## src/rtl/hex_keypad_scanner.sv

```systemverilog
// 4x4 hex matrix keypad scanner: column strobing, row synchronisation,
// frame-based hit accumulation and a debounce FSM emitting one pulse per press.
module hex_keypad_scanner #(
  parameter int SCAN_BITS      = 18,
  parameter int DEBOUNCE_SCANS = 4
) (
  input  logic       clk,
  input  logic       reset_n,
  input  logic [3:0] row,
  output logic [3:0] col,
  output logic [3:0] key_code,
  output logic       key_valid,
  output logic       key_held
);

  localparam int CW = SCAN_BITS + 2;
  localparam logic [3:0] DS = 4'(DEBOUNCE_SCANS);

  localparam logic [1:0] S_IDLE     = 2'd0;
  localparam logic [1:0] S_DEBOUNCE = 2'd1;
  localparam logic [1:0] S_PRESSED  = 2'd2;
  localparam logic [1:0] S_RELEASE  = 2'd3;

  logic [CW-1:0] scanCnt_q, scanCnt_d;
  logic [3:0]    col_q;
  logic [3:0]    rowMeta_q, rowSync_q;
  logic [1:0]    hits_q, hits_d;
  logic [3:0]    firstCode_q, firstCode_d;
  logic [1:0]    state_q, state_d;
  logic [3:0]    cnt_q, cnt_d;
  logic [3:0]    cand_q, cand_d;
  logic [3:0]    keyCode_q, keyCode_d;
  logic          keyValid_q, keyValid_d;
  logic          keyHeld_q, keyHeld_d;

  logic [1:0] colSel;
  logic       slotLast, frameEnd;
  logic [2:0] slotHits, hitSum;
  logic [3:0] slotCode;
  logic [1:0] frameHits;
  logic [3:0] frameCode;
  logic [3:0] cntInc;

  function automatic logic [3:0] keyMap(input logic [1:0] c, input logic [1:0] r);
    case ({c, r})
      4'b0000: keyMap = 4'h1;
      4'b0001: keyMap = 4'h4;
      4'b0010: keyMap = 4'h7;
      4'b0011: keyMap = 4'h0;
      4'b0100: keyMap = 4'h2;
      4'b0101: keyMap = 4'h5;
      4'b0110: keyMap = 4'h8;
      4'b0111: keyMap = 4'hF;
      4'b1000: keyMap = 4'h3;
      4'b1001: keyMap = 4'h6;
      4'b1010: keyMap = 4'h9;
      4'b1011: keyMap = 4'hE;
      4'b1100: keyMap = 4'hA;
      4'b1101: keyMap = 4'hB;
      4'b1110: keyMap = 4'hC;
      default: keyMap = 4'hD;
    endcase
  endfunction

  assign colSel    = scanCnt_q[CW-1 -: 2];
  assign slotLast  = &scanCnt_q[SCAN_BITS-1:0];
  assign frameEnd  = slotLast && (colSel == 2'd3);
  assign scanCnt_d = scanCnt_q + 1'b1;
  assign cntInc    = cnt_q + 4'd1;

  // Rows are sampled late in each slot so two sync stages see settled values.
  always_comb begin
    slotHits = 3'd0;
    slotCode = 4'h0;
    for (int r = 3; r >= 0; r--) begin
      if (!rowSync_q[r]) begin
        slotHits = slotHits + 3'd1;
        slotCode = keyMap(colSel, 2'(r));
      end
    end
    hitSum    = {1'b0, hits_q} + slotHits;
    frameHits = (hitSum >= 3'd2) ? 2'd2 : hitSum[1:0];
    frameCode = (hits_q == 2'd0) ? slotCode : firstCode_q;
    hits_d      = hits_q;
    firstCode_d = firstCode_q;
    if (slotLast) begin
      hits_d      = frameEnd ? 2'd0 : frameHits;
      firstCode_d = frameEnd ? 4'h0 : frameCode;
    end
  end

  always_comb begin
    state_d    = state_q;
    cnt_d      = cnt_q;
    cand_d     = cand_q;
    keyCode_d  = keyCode_q;
    keyValid_d = 1'b0;
    if (frameEnd) begin
      case (state_q)
        S_IDLE: begin
          if (frameHits == 2'd1) begin
            cand_d = frameCode;
            cnt_d  = 4'd1;
            if (DEBOUNCE_SCANS == 1) begin
              state_d    = S_PRESSED;
              keyCode_d  = frameCode;
              keyValid_d = 1'b1;
            end else begin
              state_d = S_DEBOUNCE;
            end
          end
        end
        S_DEBOUNCE: begin
          if (frameHits == 2'd1 && frameCode == cand_q) begin
            cnt_d = cntInc;
            if (cntInc == DS) begin
              state_d    = S_PRESSED;
              keyCode_d  = cand_q;
              keyValid_d = 1'b1;
            end
          end else if (frameHits == 2'd1) begin
            cand_d = frameCode;
            cnt_d  = 4'd1;
          end else begin
            state_d = S_IDLE;
            cnt_d   = 4'd0;
          end
        end
        S_PRESSED: begin
          if (frameHits == 2'd0) begin
            cnt_d   = (DEBOUNCE_SCANS == 1) ? 4'd0 : 4'd1;
            state_d = (DEBOUNCE_SCANS == 1) ? S_IDLE : S_RELEASE;
          end
        end
        default: begin
          if (frameHits == 2'd0) begin
            cnt_d = cntInc;
            if (cntInc == DS) begin
              state_d = S_IDLE;
              cnt_d   = 4'd0;
            end
          end else begin
            state_d = S_PRESSED;
            cnt_d   = 4'd0;
          end
        end
      endcase
    end
    keyHeld_d = (state_d == S_PRESSED) || (state_d == S_RELEASE);
  end

  always_ff @(posedge clk or negedge reset_n) begin
    if (!reset_n) begin
      scanCnt_q   <= '0;
      col_q       <= 4'b1110;
      rowMeta_q   <= 4'b1111;
      rowSync_q   <= 4'b1111;
      hits_q      <= 2'd0;
      firstCode_q <= 4'h0;
      state_q     <= S_IDLE;
      cnt_q       <= 4'd0;
      cand_q      <= 4'h0;
      keyCode_q   <= 4'h0;
      keyValid_q  <= 1'b0;
      keyHeld_q   <= 1'b0;
    end else begin
      scanCnt_q   <= scanCnt_d;
      col_q       <= ~(4'b0001 << scanCnt_d[CW-1 -: 2]);
      rowMeta_q   <= row;
      rowSync_q   <= rowMeta_q;
      hits_q      <= hits_d;
      firstCode_q <= firstCode_d;
      state_q     <= state_d;
      cnt_q       <= cnt_d;
      cand_q      <= cand_d;
      keyCode_q   <= keyCode_d;
      keyValid_q  <= keyValid_d;
      keyHeld_q   <= keyHeld_d;
    end
  end

  assign col       = col_q;
  assign key_code  = keyCode_q;
  assign key_valid = keyValid_q;
  assign key_held  = keyHeld_q;

endmodule

```

## config.mk

```make
export PLATFORM = sky130hd
export DESIGN_NAME = hex_keypad_scanner
export DESIGN_NICKNAME = d
export VERILOG_FILES = /design/src/rtl/hex_keypad_scanner.sv
export SDC_FILE = /design/constraint.sdc
export NUM_CORES = 1
export LEC_CHECK = 0
export BUFFER_PORTS_ARGS = -buffer_cell sky130_fd_sc_hd__buf_2
export CAP_MARGIN = 20
export CORE_UTILIZATION = 33
export CTS_CLUSTER_SIZE = 40
export DETAILED_ROUTE_END_ITERATION = 10
export PLACE_DENSITY = 0.57
export SYNTH_ARGS = -nofsm -noshare
export SYNTH_HDL_FRONTEND = slang
export SYNTH_SLANG_ARGS = --single-unit
```

## constraint.sdc

```tcl
create_clock -name clk -period 4.7 [get_ports clk]
set_input_delay 0.235 -clock clk [delete_from_list [all_inputs] [get_ports clk]]
set_output_delay 0.235 -clock clk [all_outputs]
set_load 0.1 [all_outputs]
```

## Word-level counts from Yosys, hierarchy flattened

Cells that the tools add are included.

| storage, ports and cells | value |
|---|---|
| bits in registers | 54 |
| bits of input ports | 6 |
| output and inout port bits | 10 |
| logic and storage cells | 85 |

| operators by class | value |
|---|---|
| add/sub/neg operators | 6 |
| $lt $le $gt $ge | 1 |
| eq/ne operators | 13 |
| shift operators | 1 |
| mux-type cells | 39 |
| bitwise logic cells | 1 |
| reductions and logical operators | 12 |

Operator list:

| cell | count |
|---|---|
| 4-bit 2-to-1 mux | 13 |
| 4-bit one-hot mux with 4 select lines | 3 |
| 4-bit one-hot mux with 3 select lines | 2 |
| 20-bit by 1-bit adder with 20-bit output (second input constant) | 1 |
| 2-bit 2-to-1 mux | 10 |
| 18-bit AND reduction | 1 |
| 2-bit == test (second input constant) | 5 |
| 3-bit by 1-bit adder with 3-bit output (second input constant) | 3 |
| 3-bit 2-to-1 mux | 3 |
| 2-bit logical NOT | 4 |
| 4-bit one-hot mux with 2 select lines | 1 |
| 2-bit by 1-bit == test with 1-bit output (second input constant) | 3 |
| 1-bit 2-to-1 mux | 6 |
| 2-bit inequality test (second input constant) | 3 |
| 2-bit one-hot mux with 3 select lines | 1 |
| 3-bit AND reduction | 2 |
| 4-bit by 1-bit adder with 4-bit output (second input constant) | 1 |
| 4-bit by 3-bit == test with 1-bit output (second input constant) | 1 |
| 4-bit == test | 1 |
| 4-bit NOT | 1 |
| 4-bit AND reduction | 1 |
| 1-bit by 2-bit left shift with 4-bit output (first input constant) | 1 |
| 2-bit by 3-bit adder with 3-bit output | 1 |
| 3-bit by 2-bit greater-or-equal comparator with 1-bit output (second input constant) | 1 |
| other kinds (3) | 4 |

## Depth between registers and ports, before layout

Gate-level depths: netlist of the first run.

| logic depth | value |
|---|---|
| depth after elaboration | 17 |
| depth in mapped cells | 13 |
| mapped depth without buffers | 12 |

## Least setup slack after synthesis of the first run

OpenSTA, ideal clock, no wires.

| timing | value |
|---|---|
| path kind | reg2reg |
| start point | register rowSync_q[2] |
| end point | register keyCode_q[0], in the netlist key_code[0] |
| library setup time | 0.125 ns |
| arrival | 3.652 ns |
| data required time | 4.575 ns |
| path slack | 0.923 ns |
| cell stages (with the launch flop) | 13 |
| buffers on the path | 1 |
| clock period less this slack | 3.777 ns |
| path through | dfstp_2 -> inv_1 -> ha_1 -> xnor2_1 -> ha_1 -> mux2_2 -> fa_1 -> xnor3_1 -> and3_1 -> nand2_1 -> or4_1 -> buf_2 -> mux2_4 |

| between the ends | value |
|---|---|
| longest elaborated chain between the ends | 11 |
| elaborated cells on any way between the ends | 16 |
| those cells by class | 3 x add/sub; 1 x order compare; 2 x eq/ne; 8 x mux; 2 x reduce/logical |

RTL lines:

| item | line | text |
|---|---|---|
| start: declaration | 26 | `logic [3:0] rowMeta_q, rowSync_q;` |
| start signal: assignment | 170 | `rowSync_q <= rowMeta_q;` |
| 3-bit 2-to-1 mux | 76 | `if (!rowSync_q[r]) begin` |
| 3-bit by 1-bit adder with 3-bit output | 77 | `slotHits = slotHits + 3'd1;` |
| 3-bit 2-to-1 mux | 76 |  |
| 3-bit by 1-bit adder with 3-bit output | 77 |  |
| 3-bit 2-to-1 mux | 76 |  |
| 2-bit by 3-bit adder with 3-bit output | 81 | `hitSum = {1'b0, hits_q} + slotHits;` |
| 3-bit by 2-bit greater-or-equal comparator with 1-bit output | 82 | `frameHits = (hitSum >= 3'd2) ? 2'd2 : hitSum[1:0];` |
| 2-bit 2-to-1 mux | 82 |  |
| 2-bit by 1-bit == test with 1-bit output | 114 | `if (frameHits == 2'd1 && frameCode == cand_q) begin` |
| 1-bit logical AND * | 114 |  |
| 4-bit AND reduction (no line) * | n/a |  |
| end signal: assignment | 176 | `keyCode_q <= keyCode_d;` |
| end: declaration | 32 | `logic [3:0] keyCode_q, keyCode_d;` |

Mark *: on every way between the ends. The rest lies on a longest branch, timed or not.
A chain may end at the register's enable or synchronous reset.

## Final worst setup path of the first run

Ends and elaborated chain as after synthesis.

==> results.py, run 1 <==
metrics = {
    "final_layout": {
        "n_fill_cell": 903,
        "area_delta_synth_final_pct": 10.6,
        "final_cells": 410,
        "layout-drive-gt1-share_pct": 16.2,
        "design_area_mm2": 0.00326,
        "diodes": 0,
        "nets": 320,
    },
    "synth": {
        "synth_mux_area_share_pct": 3.82,
        "synthXorXnorAreaFrac_pct": 7.89,
        "synth-adder-area-share_pct": 5.77,
        "ys_seq_elements": 54,
        "synth.most_common_cell": "dfrtp_1",
        "synth_area_per_cell_um2": 10.5,
        "synth_ff_type": "dfrtp_1",
        "synth-edff-count": 0,
        "ys_types": 56,
        "postSynthCellCount": 282,
        "netlist_area_mm2": 0.00295,
        "synth_top_family_by_area": "simple AND/OR/NAND/NOR gates",
        "netlist.area_leader.share_pct": 36.5,
        "synthSimpleGateAreaFrac_pct": 19.8,
        "synth_commonest_cells": "dfrtp_1, nand2_1, xnor2_1",
        "synth_compound_area_share_pct": 13.1,
        "synthTopCellsByArea": "dfrtp_1, dfstp_2, xnor2_1",
        "ys_seq_area_share_pct": 46.3,
        "syn_nets": 301,
        "synth_area_leader_cell": "dfrtp_1",
        "yosysWarningCount": 0,
        "async_flop_share_pct": 100,
    },
    "min_path": {
        "hold_class": "in -> reg",
    },
    "global_route": {
        "groute.usage.overall_pct": 13.9,
        "grt.busiest_layer": "met2",
        "gr-usage-met2_pct": 21.0,
        "grt_pass1_vias": 2093,
        "grt.met1_usage_pct": 20.4,
        "met3_usage_pct": 2.35,
        "grt_pass1_wl_um": 10000,
        "grt_max_degree": 55,
        "antenna_found_initial": 0,
        "overflow": 0,
    },
    "setup_path": {
        "worstSetupStartpointType": "flop",
        "critPathBufInv": 1,
        "cp-end-kind": "flop",
        "crit_fanout": 9,
        "criticalPathCategory": "reg -> reg",
        "r2r_cells": 11,
        "cp_slowest_cell": "or4_1",
        "r2r_end": "key_code[0]",
        "crit_start": "rowSync_q[2]",
        "cp.required_ns": 4.90,
        "cp_common_cell": "ha_1",
        "crit_end": "key_code[0]",
        "crit_family": "adder cells",
        "r2r_setup_slack_ns": 0.66,
        "cp.depth": 11,
        "path_cells": "inv_1, ha_1, xnor2_1, ha_1, mux2_2, fa_1, xnor3_1, and3_1, nand2_1, or4_1, mux2_4",
        "cp.arrival_ns": 4.24,
        "r2r_start": "rowSync_q[2]",
        "cpPeakStageDelay_ns": 0.64,
    },
    "floorplan": {
        "row_count": 34,
        "core_area_mm2": 0.00868,
        "die-area_mm2": 0.00932,
        "die_w_um": 96.6,
        "fp.dieH_um": 96.6,
        "start_util_pct": 34.0,
        "io_pins": 16,
    },
    "clock_network": {
        "clk_latency_ns": 0.31,
        "cts_max_level": 2,
        "post-cts-setup-buffers": 0,
        "numCtsBuffers": 5,
        "post_cts_resize_count": 0,
        "clkTransAtPathRegs_ns": 0.10,
        "cts.sink_count": 54,
        "cts_tree": "built",
        "clockBufferDepth": 2,
        "clock-root-buffer": "clkbuf_8",
    },
    "job": {
        "cap_violations": 0,
    },
    "run_status": {
        "status": "complete, no violations",
    },
    "sta": {
        "hold_viol_final": 0,
        "rsz0062_at_grt": "false",
        "worst_pin_slew_ns": 0.774,
        "setup_slack_ns": 0.660,
        "setup_tns_ns": 0,
        "finalMaxSlewViolations": 0,
        "setup_viol": 0,
        "max_freq_ghz": 0.248,
        "min_period_ns": 4.04,
        "timing.hold.ws_ns": 0.0227,
        "slew_headroom_pct": 48.0,
        "finalCritPeriodShare_pct": 86.0,
        "clock_skew_ns": 0.0100,
    },
    "placed_design": {
        "io_buffers": 15,
        "pre_cts_slack_ns": 0.681,
        "dpl.cell_count": 399,
        "gp_congestion": 0.817,
        "placed_area_mm2": 0.00312,
        "hpwl_um": 4050,
    },
    "drt": {
        "drtAntennaViolNets": 0,
        "drc": 0,
        "vias": 2111,
        "dr.pass1.iters": 4,
        "drt-initial-drc-count": 142,
        "wl_per_cell_um": 13.8,
        "finalWirelength_um": 5640,
        "vias_per_cell": 5.15,
    },
    "power": {
        "vdd_drop_max_uv": 120,
        "power_density_mw_per_mm2": 261,
        "leakage_nw": 1.43,
    },
}
-- worst register-to-register path, stage by stage (launching register included) --
cell	delay (ns)
dfstp_2	0.62
inv_1	0.06
ha_1	0.31
xnor2_1	0.23
ha_1	0.28
mux2_2	0.28
fa_1	0.39
xnor3_1	0.46
and3_1	0.24
nand2_1	0.09
or4_1	0.64
mux2_4	0.35
-- report_power, final --
group / leakage, nW / internal (mW) / switching (mW)
registers: 0.702 / 0.471 / 0.00573
logic: 0.678 / 0.0247 / 0.0353
clock network: 0.0514 / 0.159 / 0.154
-- worst min-delay path by stage --
stage            start      endpoint  slack, ns  depth (start not counted)
2_1_floorplan  reset_n     cand_q[0]      -0.06                          0
3_3_place_gp    row[0]  rowMeta_q[0]       0.34                          1
3_5_place_dp    row[0]  rowMeta_q[0]       0.34                          1
4_1_cts         row[3]  rowMeta_q[3]     0.0008                          1
5_1_grt         row[1]  rowMeta_q[1]      0.002                          1
6_report        row[1]  rowMeta_q[1]       0.02                          1
-- area by class of cell --
cell class / instances / area (um^2) / area share (%)
Clock buffer: 6 / 72.6 / 2.22
Clock inverter: 2 / 37.5 / 1.15
Inverter: 14 / 52.6 / 1.61
Multi-Input combinational cell: 207 / 1490 / 45.6
Sequential cell: 54 / 1370 / 41.8
Tap cell: 108 / 135 / 4.14
Timing Repair Buffer: 19 / 113 / 3.45
-- stage by stage --
stage	total power, mW	util, %
final	0.850	37.6
after global routing	0.893	37.6
after CTS	0.863	37.4
after detailed placement	0.544	36.0
after global placement	0.544	36.0
after floorplan	0.522	-
-- kinds of logic (layout without fill, tap and decap cells) --
| kind of cell | count (synthesis) | in the layout |
|---|---|---|
| xor+xnor | 25 | 25 |
| buf+inv | 21 | 41 |
| simple gates | 108 | 108 |
| mux | 9 | 9 |
| compound gates | 52 | 52 |
| fa+ha+maj | 13 | 13 |
| flops | 54 | 54 |
-- state kept, by name (all words and copies together) (netlist names) --
| register | cells |
|---|---|
| cand_q | 4 |
| cnt_q | 4 |
| col | 4 |
| firstCode_q | 4 |
| hits_q | 2 |
| key_code | 4 |
| key_held | 1 |
| key_valid | 1 |
| rowMeta_q | 4 |
| rowSync_q | 4 |
| scanCnt_q | 20 |
| state_q | 2 |
-- cells in the final DEF (no fill, tap or decap), types with 3 or more instances in the layout --
master and instances:
nand4_1 5, nand2b_1 11, nor2b_1 4, a21oi_1 5, ha_1 12, mux2_4 4, buf_2 15, a31oi_1 5
clkbuf_8 5, o21ai_0 12, nand3_1 14, xnor2_1 18, and3_1 5, nor2_1 13, o221ai_1 3, dfrtp_1 43
mux2i_1 3, xor2_1 6, nand2_1 28, inv_1 14, dlygate4sd3_1 3, and4_1 8, o31ai_1 7, dfstp_2 11
and2_1 4
-- what timing repair did --
item	CTS	global route
hold buffers	1	2
endpoints found under the hold margin	1	2
endpoints found under the setup margin	0	0
-- metal layers --
layer / wire (um) / share of wire (%)
met5: 0 / 0
met1: 2860 / 51
met3: 218 / 3.9
met4: 47 / 0.83
met2: 2520 / 45
Power figures use the tool's default switching activity.
==> inputs of run 2 (changes only) <==
Settings changed: PLACE_DENSITY 0.57 to not set, PLACE_DENSITY_LB_ADDON set to 0.08.
==> run 2 against run 1 <==
Combinational power grew 3%. Sequential cell count stayed put. Final cell count is 0.24% higher. Count of clock-buffer cells in the layout unchanged. Power is 3.7% lower. Sequential power about the same. Register-to-register slack got worse by 0.08 ns. Hold slack got worse by 0.0049 ns. Critical path depth unchanged. Maximum frequency shrank 2.0%. Worst setup slack worse by 0.082 ns. Die area unchanged. Critical path type unchanged. Critical endpoint is now cnt_q[3].
==> results.py, run 2 (same netlist as run 1, synthesis figures left out) <==
metrics = {
    "drt": {
        "wl_per_cell_um": 14.4,
        "drc": 0,
        "drtAntennaViolNets": 0,
        "dr.pass1.iters": 4,
        "vias": 2126,
        "vias_per_cell": 5.17,
        "finalWirelength_um": 5920,
        "drt-initial-drc-count": 84,
    },
    "final_layout": {
        "largest_reg_flops": 20,
        "mostFrequentLayoutCells": "dfrtp_1, nand2_1, xnor2_1",
        "diodes": 0,
        "top_register": "scanCnt_q",
        "final_util_pct": 37.6,
        "nets": 321,
        "layout-drive-gt1-share_pct": 16.5,
        "n_fill_cell": 909,
        "final_common_cell": "dfrtp_1",
        "design_area_mm2": 0.00326,
        "area_delta_synth_final_pct": 10.5,
    },
    "global_route": {
        "grt_pass1_wl_um": 10300,
        "groute.usage.overall_pct": 14.3,
        "grt_pass1_vias": 2102,
        "overflow": 0,
        "antenna_found_initial": 0,
        "grt_max_degree": 55,
    },
    "sta": {
        "setup_viol": 0,
        "worst_pin_slew_ns": 0.780,
        "finalMaxSlewViolations": 0,
        "clock_skew_ns": 0.00635,
        "setup_tns_ns": 0,
        "max_freq_ghz": 0.243,
        "rsz0062_at_grt": "false",
        "finalCritPeriodShare_pct": 87.7,
        "timing.hold.ws_ns": 0.0178,
        "min_period_ns": 4.12,
        "hold_viol_final": 0,
        "slew_headroom_pct": 47.6,
    },
    "clock_network": {
        "clkTransAtPathRegs_ns": 0.10,
        "cts.sink_count": 54,
        "post-cts-setup-buffers": 0,
        "cts_max_level": 2,
        "cts_tree": "built",
        "clk_latency_ns": 0.31,
        "clock-root-buffer": "clkbuf_8",
        "clockBufferDepth": 2,
        "numCtsBuffers": 5,
    },
    "power": {
        "leakage_nw": 1.44,
        "vdd_drop_max_uv": 110,
        "power_density_mw_per_mm2": 251,
        "total_power_mw": 0.819,
    },
    "setup_path": {
        "r2r_start": "rowSync_q[2]",
        "r2r_setup_slack_ns": 0.58,
        "worstSetupStartpointType": "flop",
        "cp.depth": 11,
        "critPathBufInv": 1,
        "r2r_end": "cnt_q[3]",
        "r2r_cells": 11,
        "crit_family": "adder cells",
        "cpPeakStageDelay_ns": 0.66,
        "crit_start": "rowSync_q[2]",
        "cp_common_cell": "ha_1",
        "cp-end-kind": "flop",
        "cp.required_ns": 4.95,
        "cp.arrival_ns": 4.37,
        "crit_fanout": 9,
        "cp_slowest_cell": "or4b_2",
        "criticalPathCategory": "reg -> reg",
        "path_cells": "inv_1, ha_1, xnor2_1, ha_1, mux2_2, fa_1, xnor3_1, or4b_2, and4_1, a2111oi_0, o21a_1",
    },
    "floorplan": {
        "io_pins": 16,
        "die_w_um": 96.6,
        "die-area_mm2": 0.00932,
        "start_util_pct": 34.0,
        "core_area_mm2": 0.00868,
        "fp.dieH_um": 96.6,
        "row_count": 34,
    },
    "run_status": {
        "status": "complete, no violations",
    },
    "min_path": {
        "hold_class": "in -> async",
    },
    "placed_design": {
        "gp_congestion": 0.749,
        "hpwl_um": 4340,
        "placed_area_mm2": 0.00312,
        "io_buffers": 15,
    },
    "job": {
        "cap_violations": 0,
    },
}
==> run 2: how the worst max path moves through the flow <==
| stage | to | slack (ns) |
|---|---|---|
| 2_1_floorplan | key_code[0] | 0.92 |
| 3_3_place_gp | key_code[3] | 0.70 |
| 3_5_place_dp | key_code[1] | 0.64 |
| 4_1_cts | cnt_q[3] | 0.59 |
| 5_1_grt | cnt_q[3] | 0.37 |
| 6_report | cnt_q[3] | 0.58 |
==> run 2: metal layers <==
metal  part of all wire, %  up-vias  track usage (%)
li1                      -     1048                -
met1                    52     1036             20.0
met2                    44       33             22.2
met3                   2.8        9             3.21
met4                   1.3        0             4.17
met5                     0        -                0
==> run 2: repair_timing <==
item                                   CTS  global route
resized for setup                        0             0
endpoints found under the hold margin    3             1
hold buffers                             3             1
==> run 2: worst reg2reg max path, stage by stage, from the launching register on <==
cell and delay [ns]:
dfstp_2 0.63, inv_1 0.06, ha_1 0.32, xnor2_1 0.24, ha_1 0.27, mux2_2 0.28
fa_1 0.41, xnor3_1 0.46, or4b_2 0.67, and4_1 0.22, a2111oi_0 0.33, o21a_1 0.18
==> run 2: power by group <==
| part | total (mW) | switching (mW) | internal (mW) |
|---|---|---|---|
| Sequential | 0.477 | 0.00586 | 0.471 |
| Clock | 0.280 | 0.158 | 0.122 |
| Combinational | 0.0617 | 0.0364 | 0.0252 |
| Total | 0.819 | 0.200 | 0.618 |
==> run 2: final cells by class <==
| type | count | area [um^2] | share of cell area [%] |
|---|---|---|---|
| flip-flops and latches | 54 | 1370 | 41.9 |
| multi-input cells | 207 | 1490 | 45.6 |
| inverters | 14 | 52.6 | 1.61 |
| well taps | 108 | 135 | 4.15 |
| clock inverters | 2 | 15.0 | 0.461 |
| repair buffers | 20 | 123 | 3.76 |
| clock buffers | 6 | 82.6 | 2.53 |
==> run 2: metrics by stage <==
stage | instances | setup slack [ns]
final | 411 | 0.578
after global routing | 411 | 0.367
after CTS | 410 | 0.585
after detailed placement | 399 | 0.644
after global placement | 399 | 0.700
after floorplan | 282 | 0.923
